**config.mk**
```make
export PLATFORM = sky130hd
export DESIGN_NAME = laser_sync_controller
export DESIGN_NICKNAME = d
export VERILOG_FILES = /design/src/rtl/laser_sync_controller.sv
export SDC_FILE = /design/constraint.sdc
export NUM_CORES = 1
export LEC_CHECK = 0
export ABC_AREA = 1
export BUFFER_PORTS_ARGS = -buffer_cell sky130_fd_sc_hd__buf_2
export CAP_MARGIN = 10
export CORE_ASPECT_RATIO = 1.4
export CORE_UTILIZATION = 40
export DETAILED_ROUTE_END_ITERATION = 10
export SLEW_MARGIN = 20
export SYNTH_ARGS = -nofsm -noshare
export SYNTH_HDL_FRONTEND = slang
export SYNTH_SLANG_ARGS = --single-unit
```
**constraint.sdc**
```tcl
create_clock -name clk -period 3.9 [get_ports clk]
set_clock_uncertainty 0.05 [all_clocks]
set_input_delay 0.585 -clock clk [delete_from_list [all_inputs] [get_ports clk]]
set_output_delay 0.585 -clock clk [all_outputs]
set_load 0.01 [all_outputs]
```
**src/rtl/laser_sync_controller.sv**
```systemverilog
// Laser/digitizer timing controller: periodic laser trigger plus a delayed digitizer trigger
// qualified by encoder-referenced gate windows, with burst limiting and overrun flags.
module laser_sync_controller #(
  parameter int CNT_W     = 32,
  parameter int NUM_GATES = 4
) (
  input  logic                       clk,
  input  logic                       reset,
  input  logic                       enable,
  input  logic                       encoder_trigger,
  input  logic                       clear_status,
  input  logic [CNT_W-1:0]           period,
  input  logic [CNT_W-1:0]           laser_width,
  input  logic [CNT_W-1:0]           dig_delay,
  input  logic [CNT_W-1:0]           dig_width,
  input  logic [NUM_GATES*CNT_W-1:0] gate_delay,
  input  logic [CNT_W-1:0]           gate_len,
  input  logic [CNT_W-1:0]           burst_limit,
  output logic                       laser_trigger,
  output logic                       digitizer_trigger,
  output logic                       gate_active,
  output logic [CNT_W-1:0]           dig_count,
  output logic [NUM_GATES-1:0]       gate_overrun,
  output logic                       delay_overrun
);

  typedef enum logic [1:0] {G_IDLE, G_DELAY, G_OPEN} gate_state_t;

  localparam logic [CNT_W-1:0] ONE = CNT_W'(1);
  localparam logic [CNT_W-1:0] TWO = CNT_W'(2);

  logic [CNT_W-1:0]     r_cnt, r_per, r_laser_rem, r_dly_cnt, r_dig_rem, r_bcnt, r_dig_count;
  logic                 r_dly_pend, r_dly_ovr, r_gate_prev;
  logic [NUM_GATES-1:0] r_gate_ovr;
  gate_state_t          r_gstate [NUM_GATES];
  logic [CNT_W-1:0]     r_gcnt   [NUM_GATES];

  logic [CNT_W-1:0]     w_per, w_bcnt_eff;
  logic [NUM_GATES-1:0] w_open;
  logic                 w_tick, w_cand, w_gate_any, w_rise, w_accept;

  // The period is latched whenever the counter sits at 0, so it only changes at a period start.
  assign w_per  = (period < TWO) ? TWO : period;
  assign w_tick = enable && (r_cnt == r_per - ONE);

  // A tick landing on the expiry cycle of a pending delay drops that candidate.
  assign w_cand = (w_tick && (dig_delay == '0)) ||
                  (r_dly_pend && (r_dly_cnt == ONE) && !w_tick);

  always_comb begin
    w_open = '0;
    for (int i = 0; i < NUM_GATES; i++) w_open[i] = (r_gstate[i] == G_OPEN);
  end

  assign w_gate_any = |w_open;
  assign w_rise     = w_gate_any && !r_gate_prev;
  assign w_bcnt_eff = w_rise ? '0 : r_bcnt;
  assign w_accept   = w_cand && w_gate_any &&
                      ((burst_limit == '0) || (w_bcnt_eff < burst_limit));

  always_ff @(posedge clk or negedge reset) begin
    if (!reset) begin
      r_cnt       <= '0;
      r_per       <= '0;
      r_laser_rem <= '0;
      r_dly_cnt   <= '0;
      r_dly_pend  <= 1'b0;
      r_dly_ovr   <= 1'b0;
    end else begin
      if (!enable || w_tick) r_cnt <= '0;
      else                   r_cnt <= r_cnt + ONE;
      if (r_cnt == '0) r_per <= w_per;

      if (w_tick)                  r_laser_rem <= laser_width;
      else if (r_laser_rem != '0)  r_laser_rem <= r_laser_rem - ONE;

      if (w_tick) begin
        r_dly_cnt  <= dig_delay;
        r_dly_pend <= (dig_delay != '0);
      end else if (r_dly_pend) begin
        r_dly_cnt <= r_dly_cnt - ONE;
        if (r_dly_cnt == ONE) r_dly_pend <= 1'b0;
      end

      if (clear_status)              r_dly_ovr <= 1'b0;
      else if (w_tick && r_dly_pend) r_dly_ovr <= 1'b1;
    end
  end

  // Gate channels all see the same encoder pulse; a busy channel ignores it and flags overrun.
  always_ff @(posedge clk or negedge reset) begin
    if (!reset) begin
      for (int i = 0; i < NUM_GATES; i++) begin
        r_gstate[i] <= G_IDLE;
        r_gcnt[i]   <= '0;
      end
      r_gate_ovr <= '0;
    end else begin
      for (int i = 0; i < NUM_GATES; i++) begin
        case (r_gstate[i])
          G_IDLE: begin
            if (encoder_trigger) begin
              if (gate_delay[i*CNT_W +: CNT_W] != '0) begin
                r_gstate[i] <= G_DELAY;
                r_gcnt[i]   <= gate_delay[i*CNT_W +: CNT_W];
              end else if (gate_len != '0) begin
                r_gstate[i] <= G_OPEN;
                r_gcnt[i]   <= gate_len;
              end
            end
          end
          G_DELAY: begin
            if (r_gcnt[i] == ONE) begin
              r_gstate[i] <= (gate_len != '0) ? G_OPEN : G_IDLE;
              r_gcnt[i]   <= gate_len;
            end else begin
              r_gcnt[i] <= r_gcnt[i] - ONE;
            end
          end
          G_OPEN: begin
            if (r_gcnt[i] == ONE) r_gstate[i] <= G_IDLE;
            else                  r_gcnt[i]   <= r_gcnt[i] - ONE;
          end
          default: r_gstate[i] <= G_IDLE;
        endcase
        if (clear_status)
          r_gate_ovr[i] <= 1'b0;
        else if (encoder_trigger && (r_gstate[i] != G_IDLE))
          r_gate_ovr[i] <= 1'b1;
      end
    end
  end

  // Overlapping channel windows merge into one burst window via the OR'd gate.
  always_ff @(posedge clk or negedge reset) begin
    if (!reset) begin
      r_gate_prev <= 1'b0;
      r_bcnt      <= '0;
      r_dig_rem   <= '0;
      r_dig_count <= '0;
    end else begin
      r_gate_prev <= w_gate_any;
      r_bcnt      <= w_accept ? (w_bcnt_eff + ONE) : w_bcnt_eff;

      if (w_accept)              r_dig_rem <= dig_width;
      else if (r_dig_rem != '0)  r_dig_rem <= r_dig_rem - ONE;

      if (clear_status)  r_dig_count <= '0;
      else if (w_accept) r_dig_count <= r_dig_count + ONE;
    end
  end

  assign laser_trigger     = (r_laser_rem != '0);
  assign digitizer_trigger = (r_dig_rem != '0);
  assign gate_active       = w_gate_any;
  assign dig_count         = r_dig_count;
  assign gate_overrun      = r_gate_ovr;
  assign delay_overrun     = r_dly_ovr;

endmodule

```
==> results.toml, run 1 <==
[hold_path]
hold_path_class = "in -> reg"
hold_path_depth = 3

[cells_and_area]
fin_cells = 5419
drive_gt1_frac = 0.133
synthToLayoutAreaGrowth_pct = 16.7
final_cell_area_sq_um = 32800
nets = 4846

[setup_path]
cp.depth = 12
worstPathRequired_ps = 3260
slowest_stage = "dfrtp_1"
critPathKind = "reg -> out"
timing.critical_path.mode_cell = "nand2_1"
max_stage_delay_ps = 360
cp-end-kind = "output pin"
crit_fanout = 6
crit_chain = "inv_1 -> ha_1 -> nand2_1 -> inv_2 -> nand2_1 -> nor2_2 -> nand2_1 -> nor3b_4 -> nand4_1 -> nor2_2 -> nand4_1 -> buf_2"
cp_num_buf_inv = 3
crit_family = "simple AND/OR/NAND/NOR gates"
arrival_ps = 2980
ff2ff_path_depth = 19
startpoint_type = "register"

[timing]
rsz0062_at_grt = "false"
timing.final.crit_share = 0.926
fin_tns_setup_ps = 0
hold_violations = 0
max_freq_mhz = 277
setup_viol = 0
drv_slew = 0
worst_pin_slew_ps = 1070
maxSlewHeadroom = 0.287
final.min_clock_period_ps = 3610

[clock_tree]
cts_tree = "built"
numCtsBuffers = 45
root_buffer = "clkbuf_16"
worstSkewPairLatency_ps = 610
cts_sinks = 367
cts_buffer_depth = 3
h-tree-depth = 2
clk_pin_slew_ps = 60

[job]
maxCapViolCount = 0

[detailed_routing]
routedWlPerCell_um = 19.1
totalWireLength_um = 104000
dr.pass1.iters = 5
drcViolationCount = 0
drtAntennaViolNets = 0
vias = 29600
drt_iter0_drc = 2594
vias_per_cell = 5.47

[yosys]
synthTopCellsByCount = "nand2_1 (858), nor2_1 (594), inv_1 (484)"
yosysSeqAreaShare = 0.326
ys_async_sr_fraction = 1.00
yosys_warnings = 0
yosys.cell_types.count = 54
synth-seq-cells = 367
synth_top_area_share = 0.326
syn-num-nets = 4500
yosys.area.top_type = "dfrtp_1"
syn_area_sq_um = 28100
netlist_instances = 4111
synth.avg_cell_area_sq_um = 6.84
yosysMostFrequentCell = "nand2_1"
synth_edf_count = 0
synth_area_leaders = "dfrtp_1 (33%), nand2_1 (11%), nor2_1 (7.9%), xor2_1 (6.5%), inv_1 (6.5%)"
synth_flop_cell = "dfrtp_1"

[power]
power.density_nw_per_um2 = 556
vdd_drop_max_mv = 0.373
p_leak_nw = 15.2

[global_routing]
grt_overflow = 0
antenna_found_initial = 17
grt_pass1_vias = 28700
track_usage = 0.288
grt_pass1_wl_um = 160000
grt_max_degree = 79

[floorplan]
core_area_sq_um = 69300
die_h_um = 316
start_util = 0.406
fp.dieW_um = 226
ios = 365
num_rows = 114
dieArea_sq_um = 71400

[place]
place_area_sq_um = 31200
gp_congestion = 0.965
dpl.hpwl_um = 78100
dp.cells = 5336
port_buffers = 364

[run_status]
status = "finished, final reports clean"
-- through the flow --
stage / util / total power [mW] / setup WS [ps] / hold WS (ps)
global placement: 0.450 / 13.4 / 266 / 448
detailed placement: 0.450 / 13.5 / 211 / 444
global route: 0.474 / 19.6 / 37.0 / 145
finish: 0.474 / 18.2 / 289 / 141
CTS: 0.473 / 18.2 / 114 / 106
floorplan: - / 11.0 / 332 / 239
-- power breakdown --
part	internal, mW	total, mW	switching [mW]
combinational	2.79	8.07	5.28
sequential	4.67	5.53	0.862
clock	2.81	4.65	1.84
-- cell type report --
cell class	instances	area, sq um
repair buffers	451	2580
fillers	7322	36500
clock inverters	21	317
well taps	928	1160
inverters	496	1860
clock buffers	59	1270
diodes	1	2.50
flip-flops and latches	367	9180
multi-input cells	3096	16500
-- worst paths after layout --
check | start | endpoint | slack [ps]
setup / recovery | r_laser_rem[0] | laser_trigger | 290
hold / removal | laser_width[18] | r_laser_rem[18] | 140
setup reg to reg | r_per[0] | dig_count[1] | 390
hold reg to reg | r_gcnt[95] | r_gcnt[95] | 460
max in group asynchronous | reset | r_gcnt[80] | 2310
min in group asynchronous | reset | r_per[6] | 530
-- worst reg2reg max path, cell delays in order, from the launching register on --
cell and delay [ps]:
dfrtp_1 370, inv_1 140, ha_1 260, nand2_2 110, nor2_2 130, buf_4 180
nand2_2 100, nor2_1 110, nand2_1 50, nand2_1 60, nand2_1 50, nor2_1 80
nand2_1 90, nor2_4 150, nand3_2 160, nand2_2 250, inv_2 80, nor2_4 680
nand3_1 150, o21ai_0 190
-- logic make-up (layout without fill, tap and decap cells) --
logic type	count (synthesis)	in the layout	share of synthesized area
XOR/XNOR	270	270	0.0840
other	0	1	0
adder cells (fa/ha/maj)	64	64	0.0285
AO/OA/AOI/OAI	674	674	0.146
buffers and inverters	648	1027	0.0905
flip-flops	367	367	0.326
AND/OR/NAND/NOR	2088	2088	0.324
-- what timing repair did --
action / CTS / global route
endpoints found under the setup margin: 0 / 94
hold endpoints to repair: 71 / 0
hold buffers: 1 / 0
gates resized for setup: 0 / 10
buffers inserted: 0 / 1
-- sequential cells by signal (all words and copies together) (netlist names), 4 cells and up --
name,count
r_dly_cnt,32
r_laser_rem,32
r_dig_rem,32
r_gcnt,128
dig_count,32
r_cnt,32
r_gstate,8
r_bcnt,32
gate_overrun,4
r_per,32
-- routing by layer --
metal / routed length (um) / part of all wire / track usage
met5: 161 / 0.0016 / 0
met4: 5660 / 0.055 / 0.146
met3: 7100 / 0.068 / 0.0523
met2: 49800 / 0.48 / 0.491
met1: 41000 / 0.40 / 0.345
-- placed cells by master, fill, tap and decap left out, types with 5 or more instances in the layout --
master,count
o21ai_0,277
nand2_1,857
nand3_1,275
nand4_1,91
ha_1,64
o221ai_1,56
o31ai_1,15
nor3_2,5
clkbuf_8,9
nor2_2,22
xnor2_1,62
o211ai_1,51
nor3_1,102
nor4_1,82
nand2_2,8
clkinv_2,9
buf_4,78
clkbuf_16,45
o311ai_0,64
inv_2,5
buf_2,363
o22ai_1,19
clkbuf_1,5
nand3_2,11
nand3b_1,7
a211oi_1,5
dfrtp_1,367
xor2_1,208
clkinv_1,6
nor2_1,590
a31oi_1,44
o21ai_1,36
bufinv_16,8
buf_12,7
a21oi_1,95
nor3b_1,9
inv_1,484
Power figures use the tool's default switching activity.
==> inputs of run 2 (changes only) <==
ABC_AREA = unset   (was 1)
CORE_UTILIZATION = 50   (was 40)
PLACE_DENSITY = 0.71   (was unset)
==> results.toml, run 2 <==
[cells_and_area]
drive_gt1_frac = 0.303
regMostFlops = "r_gcnt"
layout_common_cells = "dfrtp_1 (367), buf_2 (363), nor2_1 (269)"
final_cell_area_sq_um = 33000
final_common_cell = "dfrtp_1"
largest_reg_flops = 128
synthToLayoutAreaGrowth_pct = 31.2
nets = 3826

[global_routing]
grt_use_met1 = 0.387
antenna_found_initial = 24
grtUsageMet2 = 0.573
grt_use_met3 = 0.0782
grt_overflow = 0
busiest_layer = "met2"
grt_pass1_wl_um = 135000
grt_max_degree = 78
grt_pass1_vias = 25200
track_usage = 0.335

[setup_path]
slowest_stage = "dfrtp_1"
worstPathRequired_ps = 4310
critPathKind = "reg -> reg"
crit_fanout = 7
crit_chain = "inv_2 -> ha_4 -> nor4_4 -> inv_2 -> nand2b_4 -> buf_6 -> buf_6 -> and2_4 -> ha_4 -> o21a_1 -> a2111oi_4 -> o21ai_1 -> a21o_2 -> buf_4 -> nor4_4 -> o21ai_4 -> buf_4 -> buf_12 -> a21oi_4 -> mux2_4"
max_stage_delay_ps = 380
cp-end-kind = "register"
startpoint_type = "register"
arrival_ps = 4550

[timing]
drv_slew = 0
fin_ws_ps = -244
maxSlewHeadroom = 0.283
setup_viol = 155
final.min_clock_period_ps = 4140
fin_tns_setup_ps = -18240
hold_violations = 0
worst_pin_slew_ps = 1070
rsz0062_at_grt = "true"
max_freq_mhz = 241
timing.final.crit_share = 1.06

[run_status]
status = "complete, but fails checks"
violations = "setup timing"

[yosys]
synth-seq-cells = 367
ys_async_sr_fraction = 1.00
synth_area_leaders = "dfrtp_1 (37%), o21ai_0 (4.9%), xnor2_1 (4.7%), nor2_1 (4.1%), mux2_2 (3.9%)"
synthTopCellsByCount = "dfrtp_1 (367), nor2_1 (273), nand2_1 (254)"
syn-num-nets = 3331
synth_top_area_share = 0.366
yosysMostFrequentCell = "dfrtp_1"
yosys.cell_types.count = 79
synth_flop_cell = "dfrtp_1"
syn_area_sq_um = 25100
netlist_instances = 2942
synth_edf_count = 0
synth.avg_cell_area_sq_um = 8.54
yosys_warnings = 0
yosysSeqAreaShare = 0.366
yosys.area.top_type = "dfrtp_1"

[detailed_routing]
vias_per_cell = 6.36
drcViolationCount = 0
dr.pass1.iters = 9
vias = 26200
drt_iter0_drc = 2182
routedWlPerCell_um = 22.3
drtAntennaViolNets = 0
totalWireLength_um = 91700

[clock_tree]
clk_pin_slew_ps = 70
cts_tree = "built"
h-tree-depth = 2
worstSkewPairLatency_ps = 580
root_buffer = "clkbuf_16"
cts_buffer_depth = 3
numCtsBuffers = 41
cts_sinks = 367

[floorplan]
ios = 365
dieArea_sq_um = 51200
num_rows = 96
fp.dieW_um = 191
core_area_sq_um = 49400
start_util = 0.509
die_h_um = 267

[job]
maxCapViolCount = 0

[power]
power.density_nw_per_um2 = 368
p_leak_nw = 13.8
power_mw = 12.1
vdd_drop_max_mv = 0.431

[place]
port_buffers = 364
dpl.hpwl_um = 61900
place_area_sq_um = 28900
gp_congestion = 0.960

[hold_path]
hold_path_class = "in -> reg"
## run 2: changes by cell type after synthesis, moves of 54 or more
| cell | before | now |
|---|---|---|
| xor2_1 | 208 | 96 |
| o311ai_0 | 64 | 10 |
| mux2_2 | 0 | 86 |
| o221ai_1 | 56 | 2 |
| nor2_1 | 594 | 273 |
| nand3_1 | 275 | 61 |
| nand2_1 | 858 | 254 |
| xnor2_1 | 62 | 135 |
| a211oi_1 | 5 | 95 |
| inv_1 | 484 | 102 |
## run 2: final timing paths
| check | from | to | slack (ps) | cells after the start |
|---|---|---|---|---|
| max | r_gstate[4] | dig_count[22] | -240 | 20 |
| min | laser_width[22] | r_laser_rem[22] | 160 | 2 |
| max reg2reg | r_gstate[4] | dig_count[22] | -240 | 20 |
| min reg2reg | r_gcnt[75] | r_gcnt[75] | 440 | 1 |
| max in group asynchronous | reset | dig_count[11] | 2300 | 3 |
| min in group asynchronous | reset | r_laser_rem[10] | 540 | 2 |
## run 2: repair_timing
| item | in CTS | in global routing |
|---|---|---|
| gates resized for setup | 98 | 291 |
| hold buffers | 1 | 0 |
| setup endpoints to repair | 163 | 161 |
| pin swaps | 28 | 124 |
| cloned | 5 | 19 |
| setup buffers | 21 | 24 |
| hold endpoints to repair | 71 | 0 |
## run 2: cells by family after synthesis
family,after synthesis,synth area share
muxes,103,0.0472
DFF,367,0.366
adders and majority gates,64,0.0319
and+or+nand+nor,1143,0.229
buffers and inverters,279,0.0446
xor gates and xnor gates,231,0.0805
AOI/OAI and AO/OA,755,0.201
## run 2: where the power goes
group | switching, mW | internal [mW] | leakage, nW
Sequential | 0.696 | 4.40 | 4.41
Clock | 1.74 | 2.66 | 0.739
Combinational | 1.36 | 1.26 | 8.69
## run 2: cell type report
cell class | count | area (sq um)
diodes | 9 | 22.5
clock buffers | 53 | 1170
clock inverters | 23 | 334
fillers | 3857 | 16400
inverters | 104 | 390
multi-input cells | 2297 | 16400
flip-flops and latches | 367 | 9180
well taps | 637 | 797
repair buffers | 626 | 4650
## run 2: per-stage QoR
| step | hold WS [ps] | cells | utilization | worst slack (ps) |
|---|---|---|---|---|
| 6_report | 163 | 4116 | 0.668 | -244 |
| 5_1_grt | 135 | 4110 | 0.667 | -414 |
| 4_1_cts | 132 | 4066 | 0.632 | -223 |
| 3_5_place_dp | 432 | 3963 | 0.586 | -422 |
| 3_3_place_gp | 432 | 3963 | 0.586 | -369 |
| 2_1_floorplan | 239 | 2942 | - | -142 |
## run 2: routing by layer
metal	vias to the layer above	routed length (um)	part of all wire
met1	12700	33600	0.37
li1	11900	-	-
met3	356	7570	0.083
met4	28	5220	0.057
met2	1249	45100	0.49
met5	-	190	0.0021
## run 2: worst max-delay path, delay by kind of cell (launching register included)
family	cells	cell delay (ps)
mux	1	320
simple gates	4	810
buf+inv	7	860
compound gates	6	1180
fa+ha+maj	2	380
flops	1	380
